$ cat src/rtl/multicycle_cond_ctrl.sv
// Main control FSM for the multicycle ARM-subset core: sequences each instruction
// through fetch/decode/execute/memory/writeback and owns the {V,C,N,Z} flag register.
module multicycle_cond_ctrl #(
  parameter logic [3:0] RESET_FLAGS = 4'b0000
) (
  input  logic       clk,
  input  logic       rst_n,
  input  logic [1:0] Op,
  input  logic [5:0] Funct,
  input  logic [3:0] Rd,
  input  logic [3:0] ALUFlags,
  input  logic       CondEx,
  output logic [3:0] Flags,
  output logic       PCWrite,
  output logic       IRWrite,
  output logic       RegWrite,
  output logic       MemWrite,
  output logic       AdrSrc,
  output logic       ALUSrcA,
  output logic [1:0] ALUSrcB,
  output logic [1:0] ResultSrc,
  output logic [1:0] ALUControl,
  output logic       Illegal,
  output logic [3:0] State
);

  typedef enum logic [3:0] {
    FETCH  = 4'd0, DECODE = 4'd1, MEMADR = 4'd2, MEMRD = 4'd3, MEMWB  = 4'd4,
    MEMWR  = 4'd5, EXECR  = 4'd6, EXECI  = 4'd7, ALUWB = 4'd8, BRANCH = 4'd9
  } state_t;

  state_t     state, state_nxt;
  logic [3:0] flags;
  logic [3:0] cmd;
  logic       s_bit, cmd_legal, cmd_arith, is_cmp, bad_instr, rd_pc, in_exec;
  logic [1:0] alu_ctl;

  assign cmd     = Funct[4:1];
  assign s_bit   = Funct[0];
  assign rd_pc   = (Rd == 4'hF);
  assign in_exec = (state == EXECR) || (state == EXECI);

  // cmd decode: legality, ALU op, and whether the op produces meaningful C/V
  always_comb begin
    cmd_legal = 1'b1;
    cmd_arith = 1'b0;
    is_cmp    = 1'b0;
    alu_ctl   = 2'b00;
    case (cmd)
      4'b0100: begin alu_ctl = 2'b00; cmd_arith = 1'b1; end
      4'b0010: begin alu_ctl = 2'b01; cmd_arith = 1'b1; end
      4'b0000: alu_ctl = 2'b10;
      4'b1100: alu_ctl = 2'b11;
      4'b1010: begin alu_ctl = 2'b01; cmd_arith = 1'b1; is_cmp = 1'b1; end
      default: cmd_legal = 1'b0;
    endcase
  end

  // CMP without S would have no architectural effect, so it is rejected too
  assign bad_instr = (Op == 2'b11) ||
                     ((Op == 2'b00) && (!cmd_legal || (is_cmp && !s_bit)));

  always_ff @(posedge clk) begin
    if (!rst_n) begin
      state <= FETCH;
      flags <= RESET_FLAGS;
    end else begin
      state <= state_nxt;
      if (in_exec && s_bit) begin
        flags[1:0] <= ALUFlags[1:0];
        if (cmd_arith) flags[3:2] <= ALUFlags[3:2];
      end
    end
  end

  always_comb begin
    state_nxt  = FETCH;
    PCWrite    = 1'b0;
    IRWrite    = 1'b0;
    RegWrite   = 1'b0;
    MemWrite   = 1'b0;
    AdrSrc     = 1'b0;
    ALUSrcA    = 1'b0;
    ALUSrcB    = 2'b00;
    ResultSrc  = 2'b00;
    ALUControl = 2'b00;
    Illegal    = 1'b0;
    case (state)
      FETCH: begin
        IRWrite   = 1'b1;
        PCWrite   = 1'b1;
        ALUSrcA   = 1'b1;
        ALUSrcB   = 2'b10;
        ResultSrc = 2'b10;
        state_nxt = DECODE;
      end
      DECODE: begin
        ALUSrcA = 1'b1;
        ALUSrcB = 2'b10;
        if (!CondEx)        state_nxt = FETCH;
        else if (bad_instr) begin
          Illegal   = 1'b1;
          state_nxt = FETCH;
        end
        else if (Op == 2'b01) state_nxt = MEMADR;
        else if (Op == 2'b10) state_nxt = BRANCH;
        else                  state_nxt = Funct[5] ? EXECI : EXECR;
      end
      EXECR, EXECI: begin
        ALUSrcB    = (state == EXECI) ? 2'b01 : 2'b00;
        ALUControl = alu_ctl;
        state_nxt  = is_cmp ? FETCH : ALUWB;
      end
      ALUWB: begin
        RegWrite = !rd_pc;
        PCWrite  = rd_pc;
      end
      MEMADR: begin
        ALUSrcB   = 2'b01;
        state_nxt = s_bit ? MEMRD : MEMWR;
      end
      MEMRD: begin
        AdrSrc    = 1'b1;
        state_nxt = MEMWB;
      end
      MEMWB: begin
        ResultSrc = 2'b01;
        RegWrite  = !rd_pc;
        PCWrite   = rd_pc;
      end
      MEMWR: begin
        AdrSrc   = 1'b1;
        MemWrite = 1'b1;
      end
      BRANCH: begin
        ALUSrcB   = 2'b01;
        ResultSrc = 2'b10;
        PCWrite   = 1'b1;
      end
      default: state_nxt = FETCH;
    endcase
  end

  assign Flags = flags;
  assign State = state;

endmodule

$ cat config.mk
export PLATFORM = sky130hd
export DESIGN_NAME = multicycle_cond_ctrl
export DESIGN_NICKNAME = d
export VERILOG_FILES = /design/src/rtl/multicycle_cond_ctrl.sv
export SDC_FILE = /design/constraint.sdc
export NUM_CORES = 1
export LEC_CHECK = 0
export CORE_MARGIN = 1
export CORE_UTILIZATION = 35
export CTS_BUF_LIST = sky130_fd_sc_hd__clkbuf_16
export CTS_CLUSTER_DIAMETER = 80
export DETAILED_ROUTE_END_ITERATION = 10
export PLACE_DENSITY = 0.83
export REMOVE_ABC_BUFFERS = 1
export SLEW_MARGIN = 20
export SYNTH_ARGS = -nofsm -noshare
export SYNTH_HDL_FRONTEND = slang
export SYNTH_SLANG_ARGS = --single-unit
$ cat constraint.sdc
create_clock -name clk -period 2.8 [get_ports clk]
set_clock_uncertainty 0.05 [all_clocks]
set_input_delay 0.56 -clock clk [delete_from_list [all_inputs] [get_ports clk]]
set_output_delay 0.56 -clock clk [all_outputs]
set_load 0.005 [all_outputs]
==> results of run 1 <==
[stage by stage]
stage                     cells  setup TNS (ns)  hold slack, ns  area [um2]  worst slack (ns)
final                       148               0           0.418        1160            0.0759
after detailed placement    145         -0.0422           0.420        1070           -0.0422
after global placement      145               0           0.399        1070            0.0414
after global routing        148               0           0.445        1160            0.0418
after floorplan              79               0           0.404         636             0.943
after CTS                   148               0           0.427        1150           0.00150
[final cells by class]
cell class	instances	area, um2	area share
clock buffers	3	75.1	0.0646
flip-flops and latches	8	160	0.138
multi-input cells	65	465	0.400
well taps	25	31.3	0.0269
inverters	6	22.5	0.0194
repair buffers	41	408	0.351
[logic make-up (layout without fill, tap and decap cells)]
kind of cell | Yosys count | in the layout | synth area share
AO/OA/AOI/OAI | 17 | 17 | 0.174
XOR/XNOR | 3 | 3 | 0.0396
adder cells (fa/ha/maj) | 5 | 5 | 0.0943
AND/OR/NAND/NOR | 36 | 36 | 0.315
flip-flops | 8 | 8 | 0.242
multiplexers | 4 | 4 | 0.0604
buffers and inverters | 12 | 50 | 0.0755
[Yosys cell counts]
cell | number | area, um2
a2111oi_0 | 1 | 8.76
a211o_1 | 2 | 17.5
a21o_1 | 1 | 7.51
a21oi_1 | 3 | 15.0
a31oi_1 | 1 | 6.26
and4_1 | 1 | 8.76
buf_2 | 1 | 5.00
buf_4 | 1 | 7.51
clkbuf_1 | 4 | 15.0
dfxtp_1 | 8 | 160
ha_1 | 5 | 62.6
inv_1 | 5 | 18.8
inv_2 | 1 | 3.75
mux2i_1 | 4 | 40.0
nand2_1 | 7 | 26.3
nand2b_1 | 4 | 25.0
nand3_1 | 3 | 15.0
nand3b_1 | 2 | 15.0
nor2_1 | 2 | 7.51
nor2b_1 | 4 | 25.0
nor3_1 | 6 | 30.0
nor3_2 | 1 | 10.0
nor3b_1 | 1 | 7.51
nor4_1 | 1 | 6.26
nor4b_1 | 2 | 17.5
o211a_1 | 1 | 10.0
o21ai_0 | 2 | 10.0
o21ai_1 | 1 | 5.00
o21bai_1 | 1 | 7.51
o22a_1 | 1 | 8.76
o22ai_1 | 3 | 18.8
or3_1 | 1 | 6.26
or3b_1 | 1 | 8.76
xnor2_1 | 1 | 8.76
xor2_1 | 2 | 17.5
[routing by layer]
metal  track usage  up-vias
met3        0.0516        7
met4         0.103        0
met1         0.229      354
met5             0        -
li1              -      378
met2         0.377       31
[what timing repair did]
action                                  CTS  global route
hold endpoints to repair                  0             0
endpoints found under the setup margin    1             2
resized for setup                         1             3
[power by group]
group	internal [mW]	leakage (nW)	total, mW	switching (mW)
Combinational	0.0719	0.387	0.113	0.0415
Clock	0.184	0.0370	0.240	0.0560
Sequential	0.118	0.0649	0.131	0.0132
Total	0.374	0.489	0.485	0.111
[how the worst max path moves through the flow]
stage | from | to | slack [ns] | cells past startpoint
2_1_floorplan | Op[0] | Illegal | 0.94 | 4
3_5_place_dp | Rd[3] | RegWrite | -0.04 | 4
4_1_cts | Op[0] | Illegal | 0.001 | 6
5_1_grt | Rd[2] | RegWrite | 0.04 | 4
6_report | Rd[2] | RegWrite | 0.08 | 4
3_3_place_gp | Op[0] | Illegal | 0.04 | 6
[registers in the layout, summed over array words and instances (netlist names)]
register	flops
Flags	4
State	4
[worst register-to-register path: stages, from the launching register on]
cell and delay (ns):
dfxtp_1 0.59, nor2b_1 0.29, nand3b_1 0.15, a211o_1 0.32, mux2i_1 0.13
==> flow_summary.yaml, run 1 <==
run_status:
  status: "finished, final reports clean"
global_routing:
  grt_pass1_vias: 717
  overflow: 0
  grt_usage: 0.211
  grt_max_degree: 19
  grt_antenna_before_repair: 0
  grt_pass1_wl_um: 3110
yosys:
  synth_seq_cells: 8
  yosysWarnings: 0
  synth_cell_type_count: 35
  syn_area_um2: 663
  yosysSeqAreaShare: 0.242
  avgSynthCellArea_um2: 7.80
  syn_inst: 85
setup_path:
  crit_path_start_kind: "input port"
  worstReg2RegStart: "State[2]$_SDFF_PN0_"
  end_kind: "output pin"
  reg2reg_to: "Flags[3]$_SDFFE_PN0P_"
  critPathMaxStageDelay_ns: 0.56
  crit_path_top_delay_cell: "clkdlybuf4s50_1"
  cp_num_buf_inv: 2
  crit_top_cell: "clkdlybuf4s50_1"
  timing.reg2reg.setup_slack_ns: 1.16
  required_ns: 2.19
  r2r.worst_path.cells: 4
  arrival_ns: 2.11
  critPathKind: "in -> out"
  path_cells: "clkdlybuf4s50_1, and4_1, a2111oi_2, clkdlybuf4s50_1"
  worst-path-max-fanout: 2
  path_delay_family: "buffers and inverters"
power_and_ir_drop:
  p_leak_nw: 0.489
  total_power_uw: 485
  peakVddDrop_uv: 409
  cellPowerDensity_nw_per_um2: 417
clocking:
  hold_buffers: 0
  clk_pin_slew_ns: 0.04
  root_buffer: "clkbuf_16"
  cts_setup_buffers: 0
  cts_buffers: 3
  cts_buffer_depth: 2
  cts_tree: "yes"
  cts_sinks: 8
  htreeDepth: 1
  clkLatencyLatePin_ns: 0.23
timing:
  setup_viol: 0
  period_share: 0.973
  worst_pin_slew_ns: 0.623
  slew_violations: 0
  relSlewSlack: 0.584
  fmax_mhz: 367
  period_needed_ns: 2.72
  finalHoldViolCount: 0
  rsz0062_at_grt: "no"
min_path:
  min_path_cells: 2
  min_to: "Flags[2]$_SDFFE_PN0P_"
  min_from: "Flags[2]$_SDFFE_PN0P_"
  hold_class: "reg -> reg"
cells_and_area:
  nNetsFinal: 149
  num_antenna_cells: 0
  final_layout_size_suffix_gt1_frac: 0.0732
  fin_util: 0.666
  nFillCells: 146
  final_cell_mix: "clkdlybuf4s50_1 (38), dfxtp_1 (8), nand2_1 (7)"
  layout_commonest_cell: "clkdlybuf4s50_1"
  area_growth_pct: 75.3
detailed_routing:
  wl_met2_um: 1070
  drc: 0
  via_per_inst: 5.20
  wl_per_cell_um: 13.8
  wl_met3_um: 146
  totalWireLength_um: 2040
  wirelength_met1_um: 760
  dr_total_vias: 770
  drt_iter0_drc: 13
  routed.top_layer: "met4"
  first_pass_iters: 4
  drtAntennaViolNets: 0
die:
  initial_core_util: 0.380
  row_count: 15
  die_h_um: 45.5
  die_area_um2: 2070
  core_area_um2: 1750
  io_pins: 40
  die_x_um: 45.5
job:
  maxCapViolCount: 0
placement:
  place_congestion: 0.744
  hpwlAfterDp_um: 1430
  port_buffers: 39
(Power assumes the default switching activity.)
==> run 2, diff against run 1 <==
Settings changed: ABC_AREA set to 1, CORE_MARGIN 1 to unset, PLACE_DENSITY 0.83 to 0.82.
==> run 2 against run 1 <==
  * Final cell count is 14% higher
  * Design area rose by 0.54%
  * Clock power down 3%
  * Critical path depth grew 2
  * Worst setup slack better by 0.079 ns
  * Via count increased by 5.1%
  * Global-route usage is 2.0 points lower
  * Flip-flop and latch count stayed put
  * Critical path type unchanged
  * Largest power group unchanged
==> flow_summary.yaml, run 2 <==
run_status:
  status: "finished, final reports clean"
yosys:
  synthTopCellsByCount: "nor2_1 (18), inv_1 (16), nand2_1 (14)"
  yosysSeqAreaShare: 0.234
  synth_top_area_frac: 0.234
  synth_top_area_cell: "dfxtp_1"
  synth-main-ff-cell: "dfxtp_1"
  synth_cell_type_count: 27
  synth_area_leaders: "dfxtp_1 (23%), nor2_1 (9.9%), ha_1 (9.2%), inv_1 (8.8%), nand2_1 (7.7%)"
  synth_most_common_cell: "nor2_1"
  yosysWarnings: 0
  synthArstFlopShare: 0
  syn_area_um2: 683
  avgSynthCellArea_um2: 6.57
  synth_seq_cells: 8
  syn_inst: 104
  synth_edf_count: 0
timing:
  period_share: 0.945
  period_needed_ns: 2.65
  slew_violations: 0
  rsz0062_at_grt: "no"
  worst_pin_slew_ns: 0.427
  finalHoldViolCount: 0
  relSlewSlack: 0.715
  setup_viol: 0
  tns_ns: 0
  fmax_mhz: 378
clocking:
  root_buffer: "clkbuf_16"
  htreeDepth: 1
  cts_tree: "yes"
  clkLatencyLatePin_ns: 0.23
  cts_buffer_depth: 2
  cts_buffers: 3
  cts_setup_buffers: 0
  cts_sinks: 8
  clk_pin_slew_ns: 0.04
global_routing:
  grt_antenna_before_repair: 0
  grt_max_degree: 11
  grt_pass1_wl_um: 2940
  grt_pass1_vias: 726
  grt_usage: 0.192
  overflow: 0
cells_and_area:
  final_layout_size_suffix_gt1_frac: 0.119
  nNetsFinal: 169
  layout_commonest_cell: "clkdlybuf4s50_1"
  stdcell_area_um2: 1170
  area_growth_pct: 71.1
  num_antenna_cells: 0
  final_cell_mix: "clkdlybuf4s50_1 (36), nor2_1 (18), inv_1 (15)"
die:
  die_area_um2: 2130
  core_area_um2: 1780
  die_x_um: 46.2
  die_h_um: 46.2
  io_pins: 40
  initial_core_util: 0.383
  row_count: 15
power_and_ir_drop:
  peakVddDrop_uv: 367
  cellPowerDensity_nw_per_um2: 397
  p_leak_nw: 0.543
detailed_routing:
  first_pass_iters: 5
  drt_iter0_drc: 8
  via_per_inst: 4.82
  totalWireLength_um: 1900
  wl_per_cell_um: 11.3
  drtAntennaViolNets: 0
  dr_total_vias: 809
  drc: 0
setup_path:
  critPathKind: "in -> out"
  crit_path_top_delay_cell: "clkdlybuf4s50_1"
  worst-path-max-fanout: 3
  required_ns: 2.19
  cp_num_buf_inv: 3
  crit_path_start_kind: "input port"
  path_cells: "clkdlybuf4s50_1, inv_2, nand2_1, nand2_1, nor3_1, clkdlybuf4s50_1"
  path_delay_family: "buffers and inverters"
  arrival_ns: 2.04
  critPathMaxStageDelay_ns: 0.52
  end_kind: "output pin"
placement:
  port_buffers: 39
  place_congestion: 0.831
  placed_area_um2: 1080
  hpwlAfterDp_um: 1610
job:
  maxCapViolCount: 0
min_path:
  hold_class: "reg -> reg"
run 2: changes by cell type after synthesis, moves of 5 or more:
cell | before | now
inv_1 | 5 | 16
nand2_1 | 7 | 14
nand3_1 | 3 | 8
nor2_1 | 2 | 18
run 2: final cells by class:
| class | count | area [um2] |
|---|---|---|
| tap | 25 | 31.3 |
| timing repair buffer | 39 | 398 |
| fill | 157 | 614 |
| inverter | 20 | 81.3 |
| multi-input combinational | 73 | 423 |
| sequential | 8 | 160 |
| clock buffer | 3 | 75.1 |
run 2: power breakdown:
part | leakage (nW) | switching [mW] | internal [mW] | total, mW
Combinational | 0.441 | 0.0449 | 0.0602 | 0.105
Clock | 0.0370 | 0.0505 | 0.184 | 0.234
Sequential | 0.0649 | 0.00692 | 0.118 | 0.124
Total | 0.543 | 0.102 | 0.361 | 0.464
run 2: path summary, 6_finish.rpt:
| path | startpoint | to | slack [ns] | cells after the start |
|---|---|---|---|---|
| setup / recovery | Funct[3] | ALUControl[1] | 0.15 | 6 |
| hold / removal | Flags[0]$_SDFFE_PN0P_ | Flags[0]$_SDFFE_PN0P_ | 0.43 | 2 |
| setup reg to reg | State[1]$_SDFF_PN0_ | State[3]$_SDFF_PN0_ | 1.59 | 5 |
| hold reg to reg | Flags[0]$_SDFFE_PN0P_ | Flags[0]$_SDFFE_PN0P_ | 0.43 | 2 |
run 2: timing repair:
item                                    CTS  global route
endpoints found under the setup margin    0             1
gates resized for setup                   0             5
hold buffers                              0             0
run 2: metrics by stage:
step / worst slack [ns] / util / power [mW] / instances / hold WS, ns
floorplan: 1.12 / - / 0.165 / 101 / 0.411
global placement: 0.103 / 0.606 / 0.227 / 165 / 0.404
detailed placement: 0.0242 / 0.606 / 0.231 / 165 / 0.408
CTS: 0.00663 / 0.648 / 0.469 / 168 / 0.428
global route: 0.114 / 0.655 / 0.483 / 168 / 0.453
finish: 0.155 / 0.655 / 0.464 / 168 / 0.426
run 2: worst register-to-register path: cells and delay by family (launching register included):
kind / cells / cell delay [ns]
AND/OR/NAND/NOR: 2 / 0.28
buffers and inverters: 2 / 0.20
flip-flops: 1 / 0.43
AO/OA/AOI/OAI: 1 / 0.19
run 2: kinds of logic after synthesis:
| kind of cell | count (synthesis) | share of synthesized area |
|---|---|---|
| flip-flops | 8 | 0.234 |
| AND/OR/NAND/NOR | 51 | 0.372 |
| adder cells (fa/ha/maj) | 5 | 0.0916 |
| buffers and inverters | 23 | 0.154 |
| AO/OA/AOI/OAI | 17 | 0.148 |
run 2: routing by layer:
| layer | vias to the layer above | track usage | share of wire |
|---|---|---|---|
| met3 | 4 | 0.0510 | 0.051 |
| met1 | 359 | 0.211 | 0.40 |
| met4 | 0 | 0.0647 | 0.015 |
| li1 | 413 | - | - |
| met2 | 33 | 0.349 | 0.53 |
| met5 | - | 0 | 0 |
==> run 3, diff against run 2 <==
Settings changed: CORE_UTILIZATION 35 to 40, PLACE_DENSITY 0.82 to 0.91.
==> run 3 against run 2 <==
  * The flow now finishes with violations (design-rule violations)
  * Register-to-register slack got worse by 0.04 ns
  * Hold slack got worse by 0.015 ns
  * Global-route usage rose by 1.6 points
  * Core utilization rose by 8.5 points
  * Flip-flop and latch count did not move
  * Critical endpoint is now Illegal
  * Largest power group unchanged
==> flow_summary.yaml, run 3 (same netlist as run 2, synthesis figures left out) <==
setup_path:
  path_cells: "clkdlybuf4s50_1, inv_2, nand3_1, nand2_1, nand2_1, nand2_2, a21oi_1, clkdlybuf4s50_1"
  crit_path_start_kind: "input port"
  timing.reg2reg.setup_slack_ns: 1.55
  worst-path-max-fanout: 4
  critPathMaxStageDelay_ns: 0.52
  arrival_ns: 2.10
  crit_start: "Funct[3]"
  crit_path_top_delay_cell: "clkdlybuf4s50_1"
  r2r.worst_path.cells: 7
  worstReg2RegStart: "State[2]$_SDFF_PN0_"
  critPathKind: "in -> out"
  reg2reg_to: "Flags[3]$_SDFFE_PN0P_"
  required_ns: 2.19
  crit_path_end: "Illegal"
  end_kind: "output pin"
timing:
  fmax_mhz: 369
  rsz0062_at_grt: "no"
  period_needed_ns: 2.71
  slew_violations: 0
  setup_viol: 0
  worst_pin_slew_ns: 0.425
  relSlewSlack: 0.716
  finalHoldViolCount: 0
  fin_hold_ws_ns: 0.411
  tns_ns: 0
  period_share: 0.968
cells_and_area:
  fin_util: 0.741
  final_cell_mix: "clkdlybuf4s50_1 (38), nor2_1 (18), inv_1 (15)"
  area_growth_pct: 69.0
  layout_commonest_cell: "clkdlybuf4s50_1"
  nNetsFinal: 170
  nFillCells: 114
  num_antenna_cells: 0
  final_layout_size_suffix_gt1_frac: 0.118
detailed_routing:
  first_pass_iters: 7
  drtAntennaViolNets: 0
  wl_per_cell_um: 11.4
  drt_iter0_drc: 34
  totalWireLength_um: 1820
  dr_total_vias: 838
  drc: 10
  via_per_inst: 5.24
die:
  row_count: 14
  initial_core_util: 0.438
  io_pins: 40
  die_h_um: 43.3
  core_area_um2: 1560
  die_x_um: 43.3
  die_area_um2: 1880
clocking:
  clk_pin_slew_ns: 0.04
  root_buffer: "clkbuf_16"
  cts_tree: "yes"
  htreeDepth: 1
  cts_buffers: 3
  clkLatencyLatePin_ns: 0.23
  cts_sinks: 8
  cts_buffer_depth: 2
  hold_buffers: 0
power_and_ir_drop:
  peakVddDrop_uv: 382
  cellPowerDensity_nw_per_um2: 406
  p_leak_nw: 0.520
  total_power_uw: 469
global_routing:
  met3_usage: 0.0681
  grtUsageMet1: 0.204
  grt_usage: 0.207
  overflow: 0
  grt_pass1_wl_um: 2860
  grt-busiest-layer: "met2"
  grt_util_met2: 0.403
  grt_max_degree: 11
  grt_antenna_before_repair: 0
  grt_pass1_vias: 724
placement:
  place_congestion: 0.832
  hpwlAfterDp_um: 1470
  port_buffers: 39
min_path:
  hold_class: "reg -> reg"
  min_from: "Flags[1]$_SDFFE_PN0P_"
job:
  maxCapViolCount: 0
run_status:
  status: "complete, but fails checks"
  violations: "design-rule violations"
run 3: changes by cell type in the layout (fill, tap and decap cells not counted), sizes merged:
cell           change
dlymetal6s2s       -2
buf                +1
clkdlybuf4s50      +2
run 3: report_power, final:
part           switching [mW]  leakage [nW]  internal, mW
sequential            0.00647        0.0649         0.117
clock                  0.0547        0.0370         0.184
combinational          0.0447         0.418        0.0614
total                   0.106         0.520         0.363
run 3: worst max-delay path: cells and delay by family:
family,cells,cell delay (ns)
buffers and inverters,3,1.09
AO/OA/AOI/OAI,1,0.12
AND/OR/NAND/NOR,4,0.33
run 3: cell type report:
| cell class | count | area [um2] | share of cell area |
|---|---|---|---|
| well taps | 16 | 20.0 | 0.0173 |
| repair buffers | 40 | 400 | 0.347 |
| clock buffers | 3 | 75.1 | 0.0650 |
| inverters | 20 | 81.3 | 0.0704 |
| multi-input cells | 73 | 418 | 0.362 |
| flip-flops and latches | 8 | 160 | 0.139 |
run 3: how the worst min path moves through the flow:
stage / endpoint / slack (ns) / cells after the start
final: Flags[1]$_SDFFE_PN0P_ / 0.41 / 2
after global routing: Flags[1]$_SDFFE_PN0P_ / 0.44 / 2
after CTS: Flags[1]$_SDFFE_PN0P_ / 0.41 / 2
after detailed placement: Flags[1]$_SDFFE_PN0P_ / 0.41 / 2
after global placement: Flags[1]$_SDFFE_PN0P_ / 0.40 / 2
after floorplan: Flags[0]$_SDFFE_PN0P_ / 0.41 / 2
run 3: per-stage QoR:
step / instances / setup slack [ns] / cell area, um2
CTS: 160 / 0.0698 / 1150
detailed placement: 157 / 0.0887 / 1080
finish: 160 / 0.0890 / 1150
global placement: 157 / 0.113 / 1080
global route: 160 / 0.00315 / 1150
floorplan: 101 / 1.12 / 659
run 3: repair_timing:
item | in CTS | in global routing
endpoints found under the setup margin | 0 | 1
gates resized for setup | 0 | 2
buffers inserted | 0 | 0
run 3: routing by layer:
| layer | vias to the layer above | share of wire |
|---|---|---|
| met3 | 2 | 0.080 |
| li1 | 416 | - |
| met5 | - | 0 |
| met4 | 0 | 0.0044 |
| met2 | 41 | 0.55 |
| met1 | 379 | 0.37 |
